===== config.mk =====
export PLATFORM = sky130hd
export DESIGN_NAME = mips_cpu_bus_master
export DESIGN_NICKNAME = d
export VERILOG_FILES = /design/src/rtl/mips_cpu_bus_master.sv
export SDC_FILE = /design/constraint.sdc
export NUM_CORES = 1
export LEC_CHECK = 0
export ABC_AREA = 1
export CORE_ASPECT_RATIO = 1.5
export CORE_MARGIN = 2
export CORE_UTILIZATION = 38
export CTS_BUF_LIST = sky130_fd_sc_hd__clkbuf_2 sky130_fd_sc_hd__clkbuf_4 sky130_fd_sc_hd__clkbuf_8
export CTS_CLUSTER_SIZE = 24
export DETAILED_ROUTE_END_ITERATION = 6
export PLACE_DENSITY_LB_ADDON = 0.3
export SYNTH_ARGS = -nofsm -noshare
export SYNTH_HDL_FRONTEND = slang
export SYNTH_SLANG_ARGS = --single-unit

===== constraint.sdc =====
create_clock -name clk -period 1.7 [get_ports clk]
set_input_delay 0.34 -clock clk [delete_from_list [all_inputs] [get_ports clk]]
set_output_delay 0.34 -clock clk [all_outputs]
set_load 0.005 [all_outputs]

===== src/rtl/mips_cpu_bus_master.sv =====
// Avalon-style bus initiator for the MIPS core: one word-aligned read or write per request,
// with byte-lane steering on stores and lane extraction plus sign/zero extension on loads.
module mips_cpu_bus_master #(
  parameter int ADDR_W = 32
) (
  input  logic              clk,
  input  logic              reset,
  input  logic              req_valid,
  output logic              req_ready,
  input  logic              req_write,
  input  logic [ADDR_W-1:0] req_addr,
  input  logic [1:0]        req_size,
  input  logic              req_signed,
  input  logic [31:0]       req_wdata,
  output logic              rsp_valid,
  output logic              rsp_err,
  output logic [31:0]       rsp_rdata,
  output logic [ADDR_W-1:0] address,
  output logic              read,
  output logic              write,
  output logic [3:0]        byteenable,
  output logic [31:0]       writedata,
  input  logic              waitrequest,
  input  logic [31:0]       readdata
);

  typedef enum logic [1:0] {IDLE, BUS, RD_WAIT, RESP} state_t;

  state_t      state;
  logic        is_write;
  logic [1:0]  lane;
  logic [1:0]  size;
  logic        sign;

  logic        legal;
  logic [3:0]  be_next;
  logic [31:0] wdata_next;
  logic [7:0]  byte_sel;
  logic [15:0] half_sel;
  logic [31:0] load_data;

  // Legality, lane enables and replicated store data are decoded straight from the request.
  always_comb begin
    legal      = 1'b0;
    be_next    = 4'b1111;
    wdata_next = req_wdata;
    case (req_size)
      2'b00: begin
        legal      = 1'b1;
        be_next    = 4'b0001 << req_addr[1:0];
        wdata_next = {4{req_wdata[7:0]}};
      end
      2'b01: begin
        legal      = ~req_addr[0];
        be_next    = req_addr[1] ? 4'b1100 : 4'b0011;
        wdata_next = {2{req_wdata[15:0]}};
      end
      2'b10: begin
        legal      = (req_addr[1:0] == 2'b00);
      end
      default: begin
        legal      = 1'b0;
      end
    endcase
  end

  always_comb begin
    byte_sel  = readdata[{lane, 3'b000} +: 8];
    half_sel  = lane[1] ? readdata[31:16] : readdata[15:0];
    load_data = readdata;
    case (size)
      2'b00:   load_data = sign ? {{24{byte_sel[7]}}, byte_sel} : {24'd0, byte_sel};
      2'b01:   load_data = sign ? {{16{half_sel[15]}}, half_sel} : {16'd0, half_sel};
      default: load_data = readdata;
    endcase
  end

  // req_ready comes up one cycle after reset so a request is never accepted in the reset cycle.
  always_ff @(posedge clk) begin
    if (reset) begin
      state      <= IDLE;
      req_ready  <= 1'b0;
      rsp_valid  <= 1'b0;
      rsp_err    <= 1'b0;
      rsp_rdata  <= 32'd0;
      address    <= '0;
      read       <= 1'b0;
      write      <= 1'b0;
      byteenable <= 4'd0;
      writedata  <= 32'd0;
      is_write   <= 1'b0;
      lane       <= 2'd0;
      size       <= 2'd0;
      sign       <= 1'b0;
    end else begin
      case (state)
        IDLE: begin
          if (!req_ready) begin
            req_ready <= 1'b1;
          end else if (req_valid) begin
            req_ready <= 1'b0;
            is_write  <= req_write;
            lane      <= req_addr[1:0];
            size      <= req_size;
            sign      <= req_signed;
            if (legal) begin
              state      <= BUS;
              address    <= {req_addr[ADDR_W-1:2], 2'b00};
              byteenable <= be_next;
              writedata  <= wdata_next;
              read       <= ~req_write;
              write      <= req_write;
            end else begin
              state     <= RESP;
              rsp_valid <= 1'b1;
              rsp_err   <= 1'b1;
              rsp_rdata <= 32'd0;
            end
          end
        end
        BUS: begin
          if (!waitrequest) begin
            read  <= 1'b0;
            write <= 1'b0;
            if (is_write) begin
              state     <= RESP;
              rsp_valid <= 1'b1;
              rsp_err   <= 1'b0;
              rsp_rdata <= 32'd0;
            end else begin
              state <= RD_WAIT;
            end
          end
        end
        RD_WAIT: begin
          state     <= RESP;
          rsp_valid <= 1'b1;
          rsp_err   <= 1'b0;
          rsp_rdata <= load_data;
        end
        RESP: begin
          state     <= IDLE;
          rsp_valid <= 1'b0;
          req_ready <= 1'b1;
        end
        default: begin
          state <= IDLE;
        end
      endcase
    end
  end

endmodule


# After elaboration in Yosys (flattened, before gate mapping)
# Cells that the tools add are included.
# totals
regBits	111
inputBits	104
output_inout_bits	105
wordCells	84
# op_classes
n_eq_ne	12
n_shift	2
muxes	41
bitwise_logic	2
reduce_logical	13
# ops
operator	count
two-way mux 32 bit	7
case mux 32 bit (2 select lines)	2
case mux 32 bit (3 select lines)	1
indexed part select 32 x 6 -> 8 bit	1
two-way mux 1 bit	17
two-way mux 16 bit	1
!= test 2 bit, second input constant	6
AND reduction 5 bit	2
logical NOT 2 bit	4
two-way mux 2 bit	4
case mux 2 bit (4 select lines)	1
case mux 4 bit (2 select lines)	1
== test 2 x 1 -> 1 bit, second input constant	3
== test 2 bit, second input constant	3
case mux 1 bit (2 select lines)	3
case mux 1 bit (3 select lines)	2
AND reduction 3 bit	2
AND reduction 6 bit	1
two-way mux 4 bit	1
case mux 1 bit (4 select lines)	1
AND reduction 4 bit	1
nonzero test 2 bit	2
left shift 1 x 2 -> 4 bit, first input constant	1
nonzero test 3 bit	1
inverter 1 bit	2

# Logic depth before layout (Yosys ltp)
# Gate-level depths: netlist of the first run.
# logic_depth
depth_word	6
ltp_mapped	11
depth_no_buf	9

# Worst setup path before layout of the first run
# OpenSTA, ideal clock, no wires.
# synth_timing
path_type	register -> register
startpoint	reg state[0]
endpoint	reg rsp_rdata[19]
setup_ps	71
arrival_time_ps	1625
required_ps	1629
slack_ps	5
path_stages_with_launch	12
n_path_buf	2
synth_period_minus_slack_ps	1695
cell_sequence	dfxtp_1 -> inv_1 -> ha_1 -> buf_2 -> nand2_2 -> nand3_2 -> nor2_4 -> nand3_4 -> buf_6 -> nor2_1 -> nand2_1 -> a21oi_1
# synth_between
elab_chain_len	3
elab_cells_between_ends	11
classes_between	eq/ne: 7; mux: 1; reduce/logical: 3
# synth_lines
item	line	text
from (decl)	29	state_t state;
from (signal assigned)	81	state <= IDLE;
from (signal assigned)	107	state <= BUS;
from (signal assigned)	114	state <= RESP;
== test 2 x 1 -> 1 bit, or another cell as far along	96	case (state)
!= test 2 bit (no source line) / nonzero test 3 bit (equally long branches)	--	
AND reduction 6 bit (no source line)	--	
to (signal assigned)	139	rsp_rdata <= load_data;
to (decl)	17	output logic [31:0] rsp_rdata,
# Several ways; a longest one is shown, not always the timed one.
# A chain may end at the register's enable or synchronous reset.

# Final worst setup path of the first run
# layout_timing
startpoint	reg writedata[2]
endpoint	out writedata[2]
# layout_lines
item	line	text
from (decl)	22	output logic [31:0] writedata,
from (signal assigned)	110	writedata <= wdata_next;
# No word-level cell between the ends.

==> results of run 1 <==
[how the worst min path moves through the flow]
stage / slack, ns / start / to / depth (start not counted)
detailed placement: 0.45 / rsp_rdata[11] / rsp_rdata[11] / 2
finish: 0.47 / rsp_rdata[14] / rsp_rdata[14] / 2
global route: 0.49 / rsp_rdata[29] / rsp_rdata[29] / 2
floorplan: 0.44 / is_write / is_write / 2
CTS: 0.47 / rsp_rdata[11] / rsp_rdata[11] / 2
global placement: 0.45 / rsp_rdata[26] / rsp_rdata[26] / 2
[state kept, by name, indices dropped and copies added, names as in the netlist, 2 cells and up]
name	count
size	2
rsp_rdata	32
writedata	32
state	2
byteenable	4
address	30
lane	2
[worst register-to-register path: cells and delay by family, from the launching register on]
kind	cells	cell delay [ns]
AO/OA/AOI/OAI	1	0.10
AND/OR/NAND/NOR	3	0.42
buffers and inverters	3	0.48
flip-flops	1	0.34
adder cells (fa/ha/maj)	1	0.20
[per-stage QoR]
step / util / std cells
finish: 0.5920 / 1114
global route: 0.5920 / 1114
CTS: 0.5837 / 1110
detailed placement: 0.5679 / 1094
global placement: 0.5679 / 1094
floorplan: - / 732
[cell type report]
cell class / instances / area, sq um
Sequential cell: 111 / 2225
Clock inverter: 6 / 67.56
Tap cell: 162 / 202.7
Inverter: 26 / 102.6
Clock buffer: 10 / 137.6
Multi-Input combinational cell: 545 / 2549
Timing Repair Buffer: 254 / 2613
Fill cell: 1233 / 5441
[cell usage in the layout, fill, tap and decap left out, types with 13 or more instances in the layout]
cell and instances:
a21oi_1 84, a31oi_1 13, buf_4 34, clkdlybuf4s50_1 204, dfxtp_1 109, inv_1 20, nand2_1 151, nand3_1 20
nor2_1 154, o21ai_0 57, o21ai_1 32
[power by group through the flow]
| stage | Clock [mW] | Combinational (mW) | Sequential, mW |
|---|---|---|---|
| 6_report | 1.67 | 3.88 | 3.18 |
| 5_1_grt | 1.81 | 4.26 | 3.22 |
| 4_1_cts | 1.72 | 3.70 | 3.17 |
| 3_5_place_dp | 0 | 3.67 | 3.22 |
| 3_3_place_gp | 0 | 3.64 | 3.22 |
| 2_1_floorplan | 0 | 1.84 | 3.21 |
[logic make-up (layout without fill, tap and decap cells)]
kind of cell    after synthesis  count (layout)  synth area share
compound gates              192             192            0.1929
simple gates                346             346            0.2805
other cells                   1               2         0.0007290
flops                       111             111            0.4320
fa+ha+maj                     5               5           0.01216
buf+inv                      76             296           0.08173
[metal layers]
| metal | vias to the layer above | global-route usage | wire (microns) |
|---|---|---|---|
| met1 | 2487 | 0.2372 | 6174 |
| met2 | 188 | 0.3993 | 8525 |
| li1 | 2801 | - | - |
| met5 | - | 0 | 0 |
| met3 | 26 | 0.06845 | 1480 |
| met4 | 0 | 0.08699 | 418 |
[repair_timing]
item	4_1_cts	5_1_grt
endpoints found under the setup margin	20	55
setup buffers	0	2
gates resized for setup	2	15
pin swaps	0	1
gates cloned	0	2
==> qor.yml, run 1 <==
whs_ns: 0.4686
critical_path_arrival_ns: 1.30
clk_pin_slew_ns: 0.11
p_leak_nw: 3.316
status: "finished, final reports clean"
synth_top_flop_cell: "dfxtp_1"
min_period_over_period: 0.9661
hold_buffers: 0
sw_frac_of_total: 0.3554
synthTopCellsByArea: "dfxtp_1, nor2_1, nand2_1"
path_delay_family: "buffers and inverters"
rsz0062_at_grt: "yes"
cts_buffers: 9
synth_most_common_cell: "nor2_1"
yosysWarnings: 0
drc: 0
r2r_cells: 8
io_pins: 209
internal_power_mw: 5.622
grt_usage: 0.2214
grt_max_degree: 52
report.final.hold_viol_count: 0
netlist_top_cells_count: "nor2_1, nand2_1, dfxtp_1"
cts_tree: "built"
max_stage_delay_ns: 0.57
wirelength_microns: 16600
synth_top_area_share: 0.4320
final_nets: 1056
ant_nets: 0
crit_fanout: 2
setup_viol: 0
r2r_start: "state[0]"
cp.depth: 1
seq_area_frac_synth: 0.4320
clock_skew_ns: 0.009567
initialDrtViolationCount: 209
dr.pass1.iters: 4
synth_cells: 731
ir_drop_uv: 638.5
seq_power_share: 0.364
synth_edf_count: 0
synthesis.area_sq_um: 5144
synth_cell_types: 27
placed_area_sq_um: 7575
syn_to_final_growth_pct: 53.51
dp.final_hpwl_microns: 12100
fin_total_pwr_mw: 8.722
wl_per_cell_microns: 14.90
start_kind: "flip-flop"
r2r-end: "address[31]"
crit_start: "writedata[2]"
cp_slowest_cell: "clkdlybuf4s50_1"
cts_root_buffer: "clkbuf_8"
r2r_slack_ns: 0.12
vias_per_cell: 4.939
power_frac_clock: 0.191
critPathCapture: "writedata[2]"
cap_violations: 0
antenna_found_initial: 0
initial_core_util: 0.3856
async_reset_ff_frac: 0
avgSynthCellArea_sq_um: 7.037
crit_type: "reg -> out"
path_cells: "clkdlybuf4s50_1"
grt_pass1_vias: 5234
num_antenna_cells: 0
cts_buffer_depth: 2
critPathBufInv: 1
place_congestion: 0.8858
core-area_sq_um: 13340
min_path_type: "reg -> reg"
ys_ff_latch: 111
drive_above_1_share: 0.09874
fp.dieW_microns: 99.00
final_area_sq_um: 7896
tns_ns: 0
num_rows: 52
p_comb_frac: 0.445
io_buffers: 206
preCtsSetupSlack_ns: -0.3295
h-tree-depth: 3
setup_ws_ns: 0.05764
grt_pass1_wl_microns: 25920
yosysTopAreaCell: "dfxtp_1"
final_max_slew_viol_count: 0
via_count: 5502
die_h_microns: 146.5
required_ns: 1.36
clk_latency_ns: 0.38
powerDensity_nw_per_um2: 1105
cts_sinks: 111
worstSetupEndpointType: "output pin"
die_area_sq_um: 14500
fmax_mhz: 608.9
p_switching_mw: 3.100
fin_crit_ns: 1.642
grt_overflow: 0
Power figures use the tool's default switching activity.
==> run 2: changes to the inputs <==
--- a/config.mk
+++ b/config.mk
@@ -8,11 +8,12 @@
 export ABC_AREA = 1
 export CORE_ASPECT_RATIO = 1.5
 export CORE_MARGIN = 2
-export CORE_UTILIZATION = 38
+export CORE_UTILIZATION = 40
 export CTS_BUF_LIST = sky130_fd_sc_hd__clkbuf_2 sky130_fd_sc_hd__clkbuf_4 sky130_fd_sc_hd__clkbuf_8
 export CTS_CLUSTER_SIZE = 24
 export DETAILED_ROUTE_END_ITERATION = 6
 export PLACE_DENSITY_LB_ADDON = 0.3
+export SLEW_MARGIN = 20
 export SYNTH_ARGS = -nofsm -noshare
 export SYNTH_HDL_FRONTEND = slang
 export SYNTH_SLANG_ARGS = --single-unit
==> qor.yml, run 2 (synthesized netlist as in run 1, its figures left out) <==
grt_max_degree: 63  # +21%
hold_buffers: 0  # unchanged
antenna_found_initial: 0  # unchanged
grt_pass1_vias: 5217  # -0.32%
fin_crit_ns: 1.654  # +0.01119 ns
cts_tree: "built"
max_stage_delay_ns: 0.54  # -0.03 ns
dp.final_hpwl_microns: 11400  # -5.8%
ir_drop_uv: 642.7  # +0.66%
final_cell_mix: "clkdlybuf4s50_1, nor2_1, nand2_1, dfxtp_1, a21oi_1"
cts_buffer_depth: 2  # unchanged
fillers: 1105  # -10%
core-area_sq_um: 12510  # -6.2%
io_buffers: 206  # unchanged
r2r_slack_ns: 0.07  # -0.05 ns
crit_fanout: 2  # unchanged
min_path_type: "reg -> reg"
wl_per_cell_microns: 15.12  # +1.5%
start_kind: "flip-flop"
grt_usage: 0.2237  # +0.002275
grt_pass1_wl_microns: 24270  # -6.4%
reg.largest.list: "rsp_rdata x32, writedata x32, address x30"
h-tree-depth: 3  # unchanged
io_pins: 209  # unchanged
place_inst: 1083  # -1.0%
fin_cells: 1113  # -0.090%
ant_nets: 0  # unchanged
cts_sinks: 111  # unchanged
clk_pin_slew_ns: 0.11  # about the same
powerDensity_nw_per_um2: 1074  # -2.8%
die_h_microns: 142.9  # -2.5%
worstSetupEndpointType: "output pin"
initialDrtViolationCount: 187  # -11%
clock_skew_ns: 0.01156  # +0.001991 ns
critPathBufInv: 1  # unchanged
num_rows: 50  # -3.8%
die_area_sq_um: 13800  # -4.8%
cts_buffers: 9  # unchanged
min_period_over_period: 0.9727  # +0.006581
drc: 0  # unchanged
required_ns: 1.36  # about the same
clk_latency_ns: 0.39  # about the same
cts_root_buffer: "clkbuf_8"
p_leak_nw: 3.357  # +1.2%
place_congestion: 0.8489  # -4.2%
cp_slowest_cell: "clkdlybuf4s50_1"
fmax_mhz: 604.8  # -0.68%
final_max_slew_viol_count: 0  # unchanged
layout_commonest_cell: "clkdlybuf4s50_1"
cap_violations: 0  # unchanged
critical_path_arrival_ns: 1.31  # about the same
tns_ns: 0  # unchanged
final_nets: 1061  # +0.47%
status: "finished, final reports clean"
drive_above_1_share: 0.1108  # +0.01202
path_delay_family: "buffers and inverters"
num_antenna_cells: 0  # unchanged
report.final.hold_viol_count: 0  # unchanged
fp.dieW_microns: 96.59  # -2.4%
dr.pass1.iters: 5  # +1
syn_to_final_growth_pct: 55.83
setup_viol: 0  # unchanged
initial_core_util: 0.4111  # +0.02545
via_count: 5616  # +2.1%
path_cells: "clkdlybuf4s50_1"
wirelength_microns: 16830  # +1.4%
vias_per_cell: 5.046  # +2.2%
grt_overflow: 0  # unchanged
crit_type: "reg -> out"
run 2: changes by cell type in the layout (fill, tap and decap cells not counted), moves of 2 or more:
cell	change
buf_6	+4
a21boi_1	-2
clkbuf_16	+4
buf_12	-3
nor2_1	-3
a21boi_0	+2
nor2_2	+3
run 2: repair_timing:
action | in CTS | in global routing
resized for setup | 4 | 28
setup endpoints to repair | 7 | 48
pin swaps | 1 | 6
buffers inserted | 0 | 6
gates cloned | 0 | 8
run 2: path summary, 6_finish.rpt:
check                                     end     startpoint  depth (start not counted)
worst max-delay path             writedata[9]   writedata[9]                          1
worst min-delay path            rsp_rdata[10]  rsp_rdata[10]                          2
worst max register to register  rsp_rdata[14]       state[0]                          9
worst min register to register  rsp_rdata[10]  rsp_rdata[10]                          2
run 2: report_power, final:
group          internal (mW)  switching, mW
Clock                  0.613          0.999
Combinational           1.84           1.98
Sequential              2.97          0.221
Total                   5.41           3.20
run 2: worst min-delay path, stage by stage, from the launching register on:
cell	delay, ns
dfxtp_1	0.32
nand2_1	0.06
a21oi_1	0.05
run 2: area by class of cell:
| cell class | instances | area, sq um | share of cell area |
|---|---|---|---|
| clock inverters | 6 | 61.31 | 0.007649 |
| clock buffers | 10 | 137.6 | 0.01717 |
| repair buffers | 259 | 2694 | 0.3361 |
| flip-flops and latches | 111 | 2228 | 0.2780 |
| inverters | 26 | 105.1 | 0.01311 |
| well taps | 156 | 195.2 | 0.02435 |
| multi-input cells | 545 | 2594 | 0.3236 |
run 2: per-layer routing:
layer,GRT usage,vias up,part of all wire
li1,-,2808,-
met1,0.2471,2541,0.38
met2,0.3922,231,0.51
met3,0.07018,36,0.087
met4,0.08673,0,0.030
met5,0,-,0
run 2: metrics by stage:
stage               area [sq um]    util  hold WS, ns  power [mW]  worst slack, ns
finish                      8015  0.6406       0.4687       8.610          0.04645
global route                8015  0.6406       0.4870       9.188         -0.01882
CTS                         7684  0.6141       0.4710       8.185      0.000003997
detailed placement          7480  0.5978       0.4546       6.549          -0.3413
global placement            7480  0.5978       0.4516       6.531          -0.2759
floorplan                   5147       -       0.4442       5.050         0.004885
==> run 3: changes to the inputs <==
==> constraint.sdc (replaced) <==
create_clock -name clk -period 1.89 [get_ports clk]
set_input_delay 0.378 -clock clk [delete_from_list [all_inputs] [get_ports clk]]
set_output_delay 0.378 -clock clk [all_outputs]
set_load 0.005 [all_outputs]
==> qor.yml, run 3 (synthesized netlist as in run 1, its figures left out) <==
die_h_microns: 142.9  # unchanged
critical_path_arrival_ns: 2.08  # +0.77 ns
num_rows: 50  # unchanged
start_kind: "flip-flop"
r2r_slack_ns: 0.13  # +0.06 ns
grt_pass1_vias: 5198  # -0.36%
io_buffers: 206  # unchanged
cts_root_buffer: "clkbuf_8"
sw_frac_of_total: 0.3730  # +0.001802
critPathCapture: "rsp_rdata[25]"
fmax_mhz: 567.4
min_path_type: "reg -> reg"
syn_to_final_growth_pct: 49.04
via_count: 5467  # -2.7%
min_period_over_period: 0.9325
final_max_slew_viol_count: 0  # unchanged
p_comb_frac: 0.418  # -0.025
core-area_sq_um: 12510  # unchanged
required_ns: 2.21  # +0.85 ns
io_pins: 209  # unchanged
layout_commonest_cell: "clkdlybuf4s50_1"
final_nets: 1044  # -1.6%
powerDensity_nw_per_um2: 967.2  # -10%
place_congestion: 0.8758  # +3.2%
status: "finished, final reports clean"
internal_power_mw: 4.649  # -14%
crit_fanout: 23  # +21
r2r_start: "state[0]"
ir_drop_uv: 550.9  # -14%
clock_skew_ns: 0.01282  # +0.001264 ns
initialDrtViolationCount: 132  # -29%
wirelength_microns: 15880  # -5.6%
cts_buffers: 9  # unchanged
p_leak_nw: 3.191  # -5.0%
cts_tree: "built"
die_area_sq_um: 13800  # unchanged
clk_pin_slew_ns: 0.12  # about the same
r2r_cells: 10  # +1
cts_buffer_depth: 2  # unchanged
drive_above_1_share: 0.07979  # -0.03098
vias_per_cell: 4.988  # -1.1%
crit_start: "state[0]"
fin_crit_ns: 1.762
grt_pass1_wl_microns: 24810  # +2.2%
grt_max_degree: 61  # -3.2%
wl_per_cell_microns: 14.49  # -4.2%
dr.pass1.iters: 6  # +1
final_cell_mix: "clkdlybuf4s50_1, nor2_1, nand2_1, dfxtp_1, a21oi_1"
dp.final_hpwl_microns: 11450  # +0.47%
ant_nets: 0  # unchanged
r2r-end: "rsp_rdata[25]"
rsz0062_at_grt: "no"
utilization: 0.6127  # -0.02790
power_frac_clock: 0.197  # +0.010
seq_power_share: 0.385  # +0.015
report.final.hold_viol_count: 0  # unchanged
cap_violations: 0  # unchanged
initial_core_util: 0.4111  # unchanged
cts_sinks: 111  # unchanged
setup_viol: 0  # unchanged
tns_ns: 0  # unchanged
h-tree-depth: 3  # unchanged
worstSetupEndpointType: "flip-flop"
preCtsSetupSlack_ns: -0.2032  # +0.1381 ns
reg.largest.list: "rsp_rdata x32, writedata x32, address x30"
grt_overflow: 0  # unchanged
fp.dieW_microns: 96.59  # unchanged
grt_usage: 0.2300  # +0.006256
whs_ns: 0.4667  # -0.001945 ns
clk_latency_ns: 0.39  # about the same
drc: 0  # unchanged
num_antenna_cells: 0  # unchanged
crit_type: "reg -> reg"
setup_ws_ns: 0.1275  # +0.08109 ns
hold_buffers: 0  # unchanged
p_switching_mw: 2.766  # -13%
antenna_found_initial: 0  # unchanged
## run 3: metal layers
metal / vias to the layer above / wire length, microns / share of wire / GRT usage
met1: 2452 / 6012 / 0.38 / 0.2517
met5: - / 0 / 0 / 0
li1: 2779 / - / - / -
met2: 211 / 7945 / 0.50 / 0.4028
met4: 0 / 386 / 0.024 / 0.08451
met3: 25 / 1538 / 0.097 / 0.07968
## run 3: worst min-delay path by stage
stage / start / endpoint / slack (ns) / depth (start not counted)
after global placement: rsp_rdata[27] / rsp_rdata[27] / 0.45 / 2
after global routing: rsp_rdata[9] / rsp_rdata[9] / 0.49 / 2
final: read / read / 0.47 / 2
after CTS: read / read / 0.47 / 2
after floorplan: is_write / is_write / 0.44 / 2
after detailed placement: read / read / 0.45 / 2
## run 3: power groups by stage
stage	Combinational, mW	Sequential [mW]	Clock, mW
final	3.10	2.86	1.46
after global routing	3.44	2.90	1.57
after CTS	2.99	2.86	1.50
after detailed placement	2.98	2.90	0
after global placement	2.95	2.90	0
after floorplan	1.66	2.89	0
## run 3: area by class of cell
class / instances / area (sq um)
multi-input cells: 545 / 2516
clock inverters: 7 / 72.57
fillers: 1160 / 4846
flip-flops and latches: 111 / 2223
clock buffers: 9 / 123.9
repair buffers: 242 / 2432
inverters: 26 / 102.6
well taps: 156 / 195.2
## run 3: repair_timing
| item | in CTS | in global routing |
|---|---|---|
| gates resized for setup | 0 | 3 |
| setup buffers | 0 | 1 |
| endpoints found under the setup margin | 0 | 42 |
## run 3: worst max-delay path, stage by stage (launching register included)
cell	delay, ns
dfxtp_1	0.33
buf_4	0.14
ha_1	0.23
nand2_1	0.11
nand3_2	0.13
nor2_4	0.19
nand3_4	0.10
buf_12	0.16
nor2_1	0.10
nand2_1	0.07
a21oi_1	0.12
## run 3: per-stage QoR
step / std cells / area [sq um] / power (mW)
finish: 1096 / 7666 / 7.415
detailed placement: 1079 / 7437 / 5.884
global placement: 1079 / 7437 / 5.849
global route: 1096 / 7666 / 7.913
CTS: 1095 / 7634 / 7.352
floorplan: 732 / 5147 / 4.542
